[src/rtl/pixel_msg_gen.sv]
// rtl/pixel_msg_gen.sv - camera emulator producing DN pixel messages with FVAL/LVAL framing
module pixel_msg_gen #(
    parameter int XB_SIZE      = 32,
    parameter int DN_SIZE      = 12,
    parameter int N_COL_MAX    = 2048,
    parameter int N_ROW_MAX    = 2064,
    parameter int GAP_W        = 8,
    parameter int N_FRAME_SIZE = 20,
    localparam int COL_W       = $clog2(N_COL_MAX) + 1,
    localparam int ROW_W       = $clog2(N_ROW_MAX) + 1
) (
    input  logic                    clk,
    input  logic                    reset,
    input  logic                    start,
    input  logic                    stop,
    input  logic [COL_W-1:0]        cfg_n_col,
    input  logic [ROW_W-1:0]        cfg_n_row,
    input  logic [GAP_W-1:0]        cfg_ilg,
    input  logic [GAP_W-1:0]        cfg_ifg,
    input  logic [N_FRAME_SIZE-1:0] cfg_n_frame,
    input  logic                    msg_full,
    output logic                    msg_valid,
    output logic [XB_SIZE-1:0]      msg,
    output logic                    busy,
    output logic                    done,
    output logic [N_FRAME_SIZE-1:0] n_frame,
    output logic                    cfg_err
);

    localparam logic [2:0] S_IDLE    = 3'd0;
    localparam logic [2:0] S_IFG_PRE = 3'd1;
    localparam logic [2:0] S_LINE    = 3'd2;
    localparam logic [2:0] S_ILG     = 3'd3;
    localparam logic [2:0] S_IFG     = 3'd4;
    localparam logic [2:0] S_DONE    = 3'd5;

    localparam logic [COL_W-1:0] COL_MAX_V = COL_W'(N_COL_MAX);
    localparam logic [ROW_W-1:0] ROW_MAX_V = ROW_W'(N_ROW_MAX);

    logic [2:0]              state_q, state_d;
    logic [COL_W-1:0]        ncol_last_q, ncol_last_d;
    logic [ROW_W-1:0]        nrow_last_q, nrow_last_d;
    logic [GAP_W-1:0]        ilg_last_q, ilg_last_d;
    logic [GAP_W-1:0]        ifg_last_q, ifg_last_d;
    logic [N_FRAME_SIZE-1:0] nfr_cfg_q, nfr_cfg_d;
    logic [COL_W-1:0]        col_q, col_d;
    logic [ROW_W-1:0]        row_q, row_d;
    logic [DN_SIZE-1:0]      frame_q, frame_d;
    logic [GAP_W-1:0]        gap_q, gap_d;
    logic [N_FRAME_SIZE-1:0] n_frame_q, n_frame_d;
    logic                    stop_pend_q, stop_pend_d;
    logic                    busy_q, busy_d;
    logic                    done_q, done_d;
    logic                    cfg_err_q, cfg_err_d;
    logic                    msg_valid_q, msg_valid_d;
    logic [XB_SIZE-1:0]      msg_q, msg_d;

    logic                    cfg_ok;
    logic [DN_SIZE-1:0]      dn;

    function automatic logic [XB_SIZE-1:0] make_word(input logic fval,
                                                     input logic lval,
                                                     input logic [DN_SIZE-1:0] dn_v);
        logic [XB_SIZE-1:0] w;
        w              = '0;
        w[4]           = lval;
        w[5]           = fval;
        w[8 +: DN_SIZE] = dn_v;
        return w;
    endfunction

    assign cfg_ok = (cfg_n_col != '0) && (cfg_n_col <= COL_MAX_V) &&
                    (cfg_n_row != '0) && (cfg_n_row <= ROW_MAX_V);

    // DN counters only matter modulo 2^DN_SIZE, so truncating before the add is exact
    assign dn = frame_q + DN_SIZE'(row_q) + DN_SIZE'(col_q);

    always_comb begin
        state_d     = state_q;
        ncol_last_d = ncol_last_q;
        nrow_last_d = nrow_last_q;
        ilg_last_d  = ilg_last_q;
        ifg_last_d  = ifg_last_q;
        nfr_cfg_d   = nfr_cfg_q;
        col_d       = col_q;
        row_d       = row_q;
        frame_d     = frame_q;
        gap_d       = gap_q;
        n_frame_d   = n_frame_q;
        stop_pend_d = stop_pend_q;
        busy_d      = busy_q;
        done_d      = 1'b0;
        cfg_err_d   = cfg_err_q;
        msg_valid_d = 1'b0;
        msg_d       = msg_q;

        if (busy_q && stop) begin
            stop_pend_d = 1'b1;
        end

        case (state_q)
            S_IDLE: begin
                if (start) begin
                    if (cfg_ok) begin
                        ncol_last_d = cfg_n_col - 1'b1;
                        nrow_last_d = cfg_n_row - 1'b1;
                        // a zero gap length behaves as a single word
                        ilg_last_d  = (cfg_ilg == '0) ? '0 : cfg_ilg - 1'b1;
                        ifg_last_d  = (cfg_ifg == '0) ? '0 : cfg_ifg - 1'b1;
                        nfr_cfg_d   = cfg_n_frame;
                        col_d       = '0;
                        row_d       = '0;
                        frame_d     = '0;
                        gap_d       = '0;
                        n_frame_d   = '0;
                        stop_pend_d = 1'b0;
                        busy_d      = 1'b1;
                        state_d     = S_IFG_PRE;
                    end else begin
                        cfg_err_d = 1'b1;
                    end
                end
            end
            S_DONE: begin
                done_d      = 1'b1;
                busy_d      = 1'b0;
                stop_pend_d = 1'b0;
                state_d     = S_IDLE;
            end
            default: begin
                if (!msg_full) begin
                    msg_valid_d = 1'b1;
                    case (state_q)
                        S_IFG_PRE: begin
                            msg_d = make_word(1'b0, 1'b0, '0);
                            if (gap_q == ifg_last_q) begin
                                gap_d   = '0;
                                col_d   = '0;
                                state_d = S_LINE;
                            end else begin
                                gap_d = gap_q + 1'b1;
                            end
                        end
                        S_LINE: begin
                            msg_d = make_word(1'b1, 1'b1, dn);
                            if (col_q == ncol_last_q) begin
                                col_d = '0;
                                if (row_q == nrow_last_q) begin
                                    n_frame_d = n_frame_q + 1'b1;
                                    state_d   = S_IFG;
                                end else begin
                                    state_d = S_ILG;
                                end
                            end else begin
                                col_d = col_q + 1'b1;
                            end
                        end
                        S_ILG: begin
                            msg_d = make_word(1'b1, 1'b0, '0);
                            if (gap_q == ilg_last_q) begin
                                gap_d   = '0;
                                row_d   = row_q + 1'b1;
                                state_d = S_LINE;
                            end else begin
                                gap_d = gap_q + 1'b1;
                            end
                        end
                        S_IFG: begin
                            msg_d = make_word(1'b0, 1'b0, '0);
                            if (gap_q == ifg_last_q) begin
                                gap_d = '0;
                                if (((nfr_cfg_q != '0) && (n_frame_q == nfr_cfg_q)) ||
                                    stop_pend_q || stop) begin
                                    state_d = S_DONE;
                                end else begin
                                    row_d   = '0;
                                    frame_d = frame_q + 1'b1;
                                    state_d = S_LINE;
                                end
                            end else begin
                                gap_d = gap_q + 1'b1;
                            end
                        end
                        default: begin
                            msg_valid_d = 1'b0;
                            busy_d      = 1'b0;
                            state_d     = S_IDLE;
                        end
                    endcase
                end
            end
        endcase
    end

    always_ff @(posedge clk) begin
        if (!reset) begin
            state_q     <= S_IDLE;
            ncol_last_q <= '0;
            nrow_last_q <= '0;
            ilg_last_q  <= '0;
            ifg_last_q  <= '0;
            nfr_cfg_q   <= '0;
            col_q       <= '0;
            row_q       <= '0;
            frame_q     <= '0;
            gap_q       <= '0;
            n_frame_q   <= '0;
            stop_pend_q <= 1'b0;
            busy_q      <= 1'b0;
            done_q      <= 1'b0;
            cfg_err_q   <= 1'b0;
            msg_valid_q <= 1'b0;
            msg_q       <= '0;
        end else begin
            state_q     <= state_d;
            ncol_last_q <= ncol_last_d;
            nrow_last_q <= nrow_last_d;
            ilg_last_q  <= ilg_last_d;
            ifg_last_q  <= ifg_last_d;
            nfr_cfg_q   <= nfr_cfg_d;
            col_q       <= col_d;
            row_q       <= row_d;
            frame_q     <= frame_d;
            gap_q       <= gap_d;
            n_frame_q   <= n_frame_d;
            stop_pend_q <= stop_pend_d;
            busy_q      <= busy_d;
            done_q      <= done_d;
            cfg_err_q   <= cfg_err_d;
            msg_valid_q <= msg_valid_d;
            msg_q       <= msg_d;
        end
    end

    assign msg_valid = msg_valid_q;
    assign msg       = msg_q;
    assign busy      = busy_q;
    assign done      = done_q;
    assign n_frame   = n_frame_q;
    assign cfg_err   = cfg_err_q;

endmodule

[config.mk]
export PLATFORM = sky130hd
export DESIGN_NAME = pixel_msg_gen
export DESIGN_NICKNAME = d
export VERILOG_FILES = /design/src/rtl/pixel_msg_gen.sv
export SDC_FILE = /design/constraint.sdc
export NUM_CORES = 1
export LEC_CHECK = 0
export CORE_ASPECT_RATIO = 0.75
export CORE_UTILIZATION = 60
export CTS_CLUSTER_SIZE = 30
export DETAILED_ROUTE_END_ITERATION = 10
export PLACE_DENSITY = 0.87
export SLEW_MARGIN = 20
export SYNTH_ARGS = -nofsm -noshare
export SYNTH_HDL_FRONTEND = slang
export SYNTH_SLANG_ARGS = --single-unit
[constraint.sdc]
create_clock -name clk -period 6.14 [get_ports clk]
set_input_delay 0.921 -clock clk [delete_from_list [all_inputs] [get_ports clk]]
set_output_delay 0.921 -clock clk [all_outputs]
set_load 0.005 [all_outputs]
---- Word level (Yosys, flattened, before mapping) ----
Index checks and enable logic that the tools add are counted.
word-level totals
  bits in registers ....................... 166
  output and inout port bits .............. 56
operators by class
  $add $sub $neg .......................... 11
  $lt $le $gt $ge ......................... 2
  eq/ne operators ......................... 24
  mux-type cells .......................... 59
  bitwise gates (word level) .............. 5
  reductions and logical operators ........ 36
operators by type and width
  cell                                                                      number
  20-bit two-way mux                                                        6
  12-bit two-way mux                                                        9
  32-bit case mux with 3 select lines                                       1
  13-bit two-way mux                                                        6
  12-bit case mux with 2 select lines                                       3
  8-bit two-way mux                                                         7
  13-bit case mux with 2 select lines                                       2
  20-bit case mux with 2 select lines                                       1
  8-bit case mux with 2 select lines                                        2
  3-bit two-way mux                                                         9
  12-bit by 1-bit adder with 12-bit output (second input constant)          2
  12-bit adder                                                              2
  7-bit AND reduction                                                       3
  20-bit by 1-bit adder with 20-bit output (second input constant)          1
  20-bit == test                                                            1
  20-bit nonzero test                                                       1
  8-bit == test                                                             2
  8-bit logical NOT                                                         2
  8-bit by 1-bit subtractor with 8-bit output (second input constant)       2
  13-bit by 1-bit adder with 13-bit output (second input constant)          1
  13-bit == test                                                            1
  13-bit by 12-bit <= comparator with 1-bit output (second input constant)  1
  13-bit nonzero test                                                       1
  13-bit by 1-bit subtractor with 13-bit output (second input constant)     1
  32 further kinds                                                          70

---- Logic depth before layout (Yosys ltp) ----
Gate-level depths: netlist (run 1).
  depth after elaboration ................. 9
  depth in mapped cells ................... 12
  depth with buffers taken out ............ 11

---- Worst setup path before layout (run 1) ----
OpenSTA, ideal clock, no wires.
  kind .................................... input -> register
  start point ............................. input port cfg_n_col[7]
  end point ............................... register n_frame_q[9] (netlist: n_frame[9])
  setup time .............................. 0.060 ns
  arrival ................................. 3.473 ns
  data required time ...................... 6.080 ns
  slack ................................... 2.607 ns
  cell stages on the path ................. 9
  buffers on the path ..................... 2
  cells stage by stage .................... or4_4 > or4_4 > xor2_2 > a22oi_2 > or3_1 > buf_2 > buf_6 > or4_1 > nand2_1
between the ends
  cells in the longest elaborated chain, start to end .. 6
ends and longest elaborated chain
  what                                                                RTL line  source
  start: declaration                                                  16        input logic [COL_W-1:0] cfg_n_col,
  12-bit <= comparator / 12-bit nonzero test (equally long branches)  72        assign cfg_ok = (cfg_n_col != '0) && (cfg_n_col <= COL_MAX_V) &&
  1-bit logical AND (*) (2 in series)                                 72
  1-bit logical AND (*)                                               73        (cfg_n_row != '0) && (cfg_n_row <= ROW_MAX_V);
  2-bit inequality test (no source line) (*)                          n/a
  7-bit AND reduction (no source line) (*)                            n/a
  end signal: assignment                                              225       n_frame_q <= n_frame_d;
  end: declaration                                                    50        logic [N_FRAME_SIZE-1:0] n_frame_q, n_frame_d;
Mark *: on every way between the ends. The rest lies on a longest branch, timed or not.
A chain may end at the register's enable or synchronous reset.

---- Worst setup path in the final report (run 1) ----
  start point ............................. input port cfg_n_col[5]
  end point ............................... register col_q[5]
between the ends
  cells in the longest elaborated chain, start to end .. 6
ends and longest elaborated chain
  what                                                                RTL line  source
  12-bit <= comparator / 12-bit nonzero test (equally long branches)  72
  1-bit logical AND (*) (2 in series)                                 72
  1-bit logical AND (*)                                               73
  2-bit inequality test (no source line) (*)                          n/a
  6-bit AND reduction (no source line) (*)                            n/a
  end signal: assignment                                              221       col_q <= col_d;
  end: declaration                                                    46        logic [COL_W-1:0] col_q, col_d;
Marks and branches as above.

==> qor.txt, run 1 <==
Inserted Diodes - 0
DRT Wirelength - 21500 um
Die height - 106 um
Yosys top cell area share - 0.345
Worst-path cell chain - clkdlybuf4s50_1 -> or4_4 -> or4_4 -> xnor2_2 -> o22ai_1 -> nand2_1 -> o21ai_1 -> nor2_1
Async SR Flop Fraction - 0
Crit path max-delay family - simple AND/OR/NAND/NOR gates
Area delta synth->final - 18.6%
Status - complete, no violations
R2r setup slk - 2.66 ns
Synth Area per Inst - 8.19 um2
CTS tree - done
Worst-margin pin slew - 0.920 ns
Core Footprint - 0.0138 mm2
Cells after Synth - 1048
Hold worst-path end - cfg_err$_SDFFE_PN0P_
R2R depth - 7
WP data arrival - 4.44 ns
Global-route wire length before repair - 35400 um
Worst skew pair latency - 0.43 ns
Tcrit/Tclk final - 0.679
Setup CP Type - input port to register
#FFs+latches synth - 148
I/O Buffers - 103
Hold Path Origin - cfg_err$_SDFFE_PN0P_
Die area - 0.0148 mm2
Max-slew violations - 0
Static leakage - 3.69 nW
Synth cell types - 72
Area of the multi-input gates - 0.00523 mm2
Fin Setup TNS - 0 ns
Largest net degree at the start of global routing - 58
Biggest area consumer among synthesized cells - dfxtp_1
Final setup fails - 0
WP buf/inv - 1
DRT antenna net count - 0
CP max-delay cell - o21ai_1
Ports - 122
Initial antenna violation count - 0
Nets@finish - 1226
Startpoint Class - input port
Post-synth EDFFs - 0
Reg2reg start - state_q[1]$_SDFFE_PN0P_
GP Congestion - 0.875
Routed vias - 7956
Total CTS buffers - 17
GRT Util Overall - 0.298
Pre-Repair DR Iteration Count - 5
Top_reg_cell synth - dfxtp_1
Placed instance area - 0.00962 mm2
Final min period - 4.17 ns
Crit path largest cell delay - 0.68 ns
RSZ-0062 raised after global routing - false
Post-CTS Setup Inserts - 0
CP endpoint kind - register
Starting Density - 0.620
Filler Cells Inserted - 1092
Avg WL per Cell - 16.3 um
Detailed Route Iter0 Violations - 685
FP Rows - 37
Cell mode on critical path - or4_4
Congestion Overflow GR - 0
Max Cap Violations - 0
Slew headroom - 0.379
Post-CTS Resized - 0
Synth top area cells - dfxtp_1 35%, xnor2_1 7.3%, nor2_1 5.3%
Bufs on Longest Clock Path - 2
Capture point of the worst reg-to-reg path - col_q[5]$_SDFFE_PN0P_
Fmax achieved - 240 MHz
Clock Skews - 0.0117 ns
Share of layout cells above drive strength 1 - 0.0553
Post-CTS Hold Fix Bufs - 0
Post-synthesis instance area - 0.00858 mm2
Fin. Hold Viols - 0
CTS Sinks - 148
H-tree depth - 4
Die Width - 140 um
Max IR drop VDD - 0.195 mV
Hold Crit Class - register to register
Root Driver - clkbuf_16
Register area - 0.00296 mm2
Seq/Total Area, Yosys - 0.345
Synth Warn # - 0
WP data required - 6.41 ns
Hold path depth - 2
Post-route cell area - 0.0102 mm2
Clock transition at path regs - 0.06 ns
Pwr/cell area - 225 mW/mm2
Detailed placement HPWL - 15400 um
DRC viols - 0
Vias in the first global route - 7232
Crit-path max FO - 12
Vias per cell - 6.05
## final cells by class
type | count | share of cell area
Timing Repair Buffer | 111 | 0.107
Clock buffer | 21 | 0.0452
Sequential cell | 148 | 0.291
Clock inverter | 11 | 0.00996
Tap cell | 175 | 0.0215
Inverter | 31 | 0.0114
Multi-Input combinational cell | 818 | 0.514
## cells in the mapped netlist, drive strengths merged, types with 16 or more instances
master	instances
a211oi	30
a21oi	73
and3	16
buf	29
clkbuf	39
dfxtp	148
ha	21
inv	31
nand2	108
nand3	24
nand4	25
nor2	122
nor3	36
nor4	21
o21ai	37
xnor2	73
xor2	37
## worst max-delay path by stage
stage | from | end | slack (ns) | depth (start not counted)
2_1_floorplan | cfg_n_col[7] | n_frame[9]$_SDFFE_PN0P_ | 2.61 | 9
3_3_place_gp | cfg_n_col[5] | n_frame[18]$_SDFFE_PN0P_ | 1.75 | 8
3_5_place_dp | cfg_n_col[5] | col_q[5]$_SDFFE_PN0P_ | 1.62 | 8
4_1_cts | cfg_n_col[5] | col_q[5]$_SDFFE_PN0P_ | 2.05 | 8
5_1_grt | cfg_n_col[0] | col_q[2]$_SDFFE_PN0P_ | 1.75 | 10
6_report | cfg_n_col[5] | col_q[5]$_SDFFE_PN0P_ | 1.97 | 8
## sequential cells by signal (all words and copies together), names as in the netlist, 12 cells and up
| signal | count |
|---|---|
| frame_q | 12 |
| n_frame | 20 |
| nrow_last_q | 13 |
| col_q | 12 |
| row_q | 13 |
| nfr_cfg_q | 20 |
| msg | 14 |
| ncol_last_q | 12 |
## cell usage in the layout (no fill, tap or decap), types with 11 or more instances in the layout
| cell type | count |
|---|---|
| nor4_1 | 19 |
| xor2_1 | 36 |
| a211oi_1 | 30 |
| or4_1 | 12 |
| o211ai_1 | 13 |
| clkdlybuf4s50_1 | 103 |
| nor3_1 | 35 |
| nor2_1 | 121 |
| dfxtp_1 | 148 |
| ha_1 | 21 |
| o21ai_0 | 36 |
| nand2_1 | 107 |
| xnor2_1 | 72 |
| conb_1 | 18 |
| a21oi_1 | 73 |
| nand3b_1 | 11 |
| or3_1 | 13 |
| fa_1 | 12 |
| nand3_1 | 24 |
| clkbuf_16 | 17 |
| nand4_1 | 25 |
| inv_1 | 30 |
| and3_1 | 16 |
## worst reg2reg max path: stages (launching register included)
cell and delay (ns):
dfxtp_1 0.45, nor3_2 0.56, nand2_1 0.23, a2111o_1 0.42, o22ai_1 0.65, nand2_1 0.22, o21ai_1 0.68, nor2_1 0.12
## kinds of logic after synthesis
family	after synthesis	share of synthesized area
AO/OA/AOI/OAI	224	0.173
XOR/XNOR	110	0.114
adder cells (fa/ha/maj)	33	0.0586
buffers and inverters	99	0.0540
flip-flops	148	0.345
multiplexers	7	0.00831
other	1	0.000437
AND/OR/NAND/NOR	426	0.247
## per-stage QoR
step / cells / total power, mW / setup slack (ns) / hold slack [ns] / util
2_1_floorplan: 1065 / 1.20 / 2.61 / 0.460 / -
3_3_place_gp: 1283 / 1.29 / 1.75 / 0.452 / 0.695
3_5_place_dp: 1283 / 1.30 / 1.62 / 0.465 / 0.695
4_1_cts: 1315 / 2.29 / 2.05 / 0.478 / 0.735
5_1_grt: 1315 / 2.36 / 1.75 / 0.496 / 0.735
6_report: 1315 / 2.29 / 1.97 / 0.474 / 0.735
## power breakdown
part           internal (mW)  leakage (nW)  switching, mW
clock network          0.580         0.266          0.421
registers              0.980          1.20         0.0218
logic                  0.118          2.22          0.168
## metal layers
metal / GRT usage / share of wire / vias up
li1: - / - / 3867
met1: 0.396 / 0.44 / 3682
met2: 0.479 / 0.46 / 363
met3: 0.0645 / 0.075 / 44
met4: 0.106 / 0.021 / 0
met5: 0 / 0 / -
Power figures use the tool's default switching activity.
==> run 2: changes to the inputs <==
Settings changed: CORE_UTILIZATION 60 to 50, PLACE_DENSITY 0.87 to 0.77.
Clock period 6.14 ns to 3.6 ns, I/O delays scaled along.
==> qor.txt, run 2 (synthesis results as in run 1) <==
Share of layout cells above drive strength 1 - 0.0843 (+0.0290)
Detailed Route Iter0 Violations - 740 (+8.0%)
Placed instance area - 0.00996 mm2 (+3.6%)
DRT Wirelength - 22000 um (+2.1%)
Status - complete, no violations
Routed vias - 7924 (-0.40%)
Vias per cell - 5.70 (-5.8%)
Area delta synth->final - 23.6%
Die area - 0.0177 mm2 (+20%)
Max IR drop VDD - 0.288 mV (+48%)
Avg WL per Cell - 15.8 um (-3.4%)
WP data arrival - 3.63 ns (-0.81 ns)
Hold Path Origin - nfr_cfg_q[15]$_SDFFE_PN0P_
Die Width - 153 um (+9.4%)
H-tree depth - 4 (unchanged)
Worst-margin pin slew - 0.716 ns (-0.203 ns)
CTS Sinks - 148 (unchanged)
Crit-path max FO - 23 (+11)
Ports - 122 (unchanged)
Detailed placement HPWL - 15900 um (+3.3%)
Final setup fails - 0 (unchanged)
Vias in the first global route - 7478 (+3.4%)
CP endpoint kind - register
Post-CTS Hold Fix Bufs - 0 (unchanged)
Core Footprint - 0.0168 mm2 (+22%)
Post-CTS Resized - 0 (unchanged)
Final Core Density - 0.630 (-0.105)
Clock transition at path regs - 0.06 ns (about the same)
Largest net degree at the start of global routing - 80 (+38%)
Max-slew violations - 0 (unchanged)
Most frequent cells in the layout - 148 x dfxtp_1, 121 x nor2_1, 107 x nand2_1
Startpoint Class - input port
Total CTS buffers - 17 (unchanged)
DRC viols - 0 (unchanged)
Static leakage - 3.91 nW (+6.1%)
I/O Buffers - 103 (unchanged)
Post-CTS Setup Inserts - 0 (unchanged)
Slew headroom - 0.521 (+0.142)
FP Rows - 41 (+11%)
Starting Density - 0.510 (-0.110)
Global-route wire length before repair - 36500 um (+3.1%)
DRT antenna net count - 0 (unchanged)
Root Driver - clkbuf_16
Most common cell after layout, fill and taps aside - dfxtp_1
RSZ-0062 raised after global routing - false
Fin. Hold Viols - 0 (unchanged)
Bufs on Longest Clock Path - 2 (unchanged)
Final min period - 3.26 ns
Hold Crit Class - register to register
Crit. Startpoint - cfg_n_col[1]
Worst skew pair latency - 0.43 ns (about the same)
GRT Util Overall - 0.257 (-0.0411)
Clock Skews - 0.0101 ns (-0.00165 ns)
Post-route cell area - 0.0106 mm2 (+4.2%)
Reg2reg start - col_q[1]$_SDFFE_PN0P_
Pwr/cell area - 396 mW/mm2 (+76%)
Pre-Repair DR Iteration Count - 5 (unchanged)
PnR Total Power - 4.20 mW (+84%)
CTS tree - done
Initial antenna violation count - 0 (unchanged)
GP Congestion - 0.885 (+1.2%)
Nets@finish - 1262 (+2.9%)
Max Cap Violations - 0 (unchanged)
Inserted Diodes - 0 (unchanged)
Tcrit/Tclk final - 0.907
Setup CP Type - input port to register
Congestion Overflow GR - 0 (unchanged)
Die height - 115 um (+9.4%)
Fmax achieved - 306 MHz
WP data required - 3.96 ns (-2.45 ns)
run 2: per-stage QoR:
step,instances,TNS (ns),hold slack (ns),worst slack (ns)
after floorplan,1065,0,0.460,0.448
final,1390,0,0.488,0.336
after global routing,1390,0,0.505,0.175
after global placement,1359,-0.0254,0.458,-0.0254
after detailed placement,1359,-0.318,0.477,-0.109
after CTS,1390,0,0.487,0.336
run 2: final timing paths:
path / endpoint / slack (ns) / cells after the start
max: n_frame[18]$_SDFFE_PN0P_ / 0.34 / 11
min: nfr_cfg_q[15]$_SDFFE_PN0P_ / 0.49 / 2
max reg2reg: msg[19]$_SDFFE_PN0P_ / 0.48 / 11
min reg2reg: nfr_cfg_q[15]$_SDFFE_PN0P_ / 0.49 / 2
run 2: cell type report:
cell class              count  area (um2)
clock buffers              19         443
clock inverters            12         203
fillers                  1415        6220
inverters                  31         116
multi-input cells         818        5230
flip-flops and latches    148        2960
well taps                 215         269
repair buffers            147        1390
run 2: power by group:
part           total [mW]  switching [mW]  internal, mW
Sequential           1.71          0.0369          1.67
Combinational       0.541           0.301         0.240
Clock                1.95           0.706          1.25
Total                4.20            1.04          3.16
run 2: critical path, stage by stage:
cell and delay [ns]:
clkdlybuf4s50_1 0.43, inv_1 0.09, ha_1 0.13, or4b_1 0.44
or4_4 0.46, xor2_2 0.17, a22oi_2 0.10, or3_1 0.37
buf_4 0.21, or4_1 0.51, a21oi_1 0.16
run 2: routing by layer:
| metal | vias to the layer above | global-route usage | wire (um) |
|---|---|---|---|
| met5 | - | 0 | 0 |
| met4 | 0 | 0.0882 | 377 |
| met3 | 31 | 0.0557 | 1360 |
| met2 | 277 | 0.425 | 10100 |
| met1 | 3673 | 0.336 | 10100 |
| li1 | 3943 | - | - |
==> run 3: changes to the inputs <==
Settings changed: CAP_MARGIN set to 5.
==> results of run 3 <==
No change in the layout: final DEF, timing and power equal those of run 2.
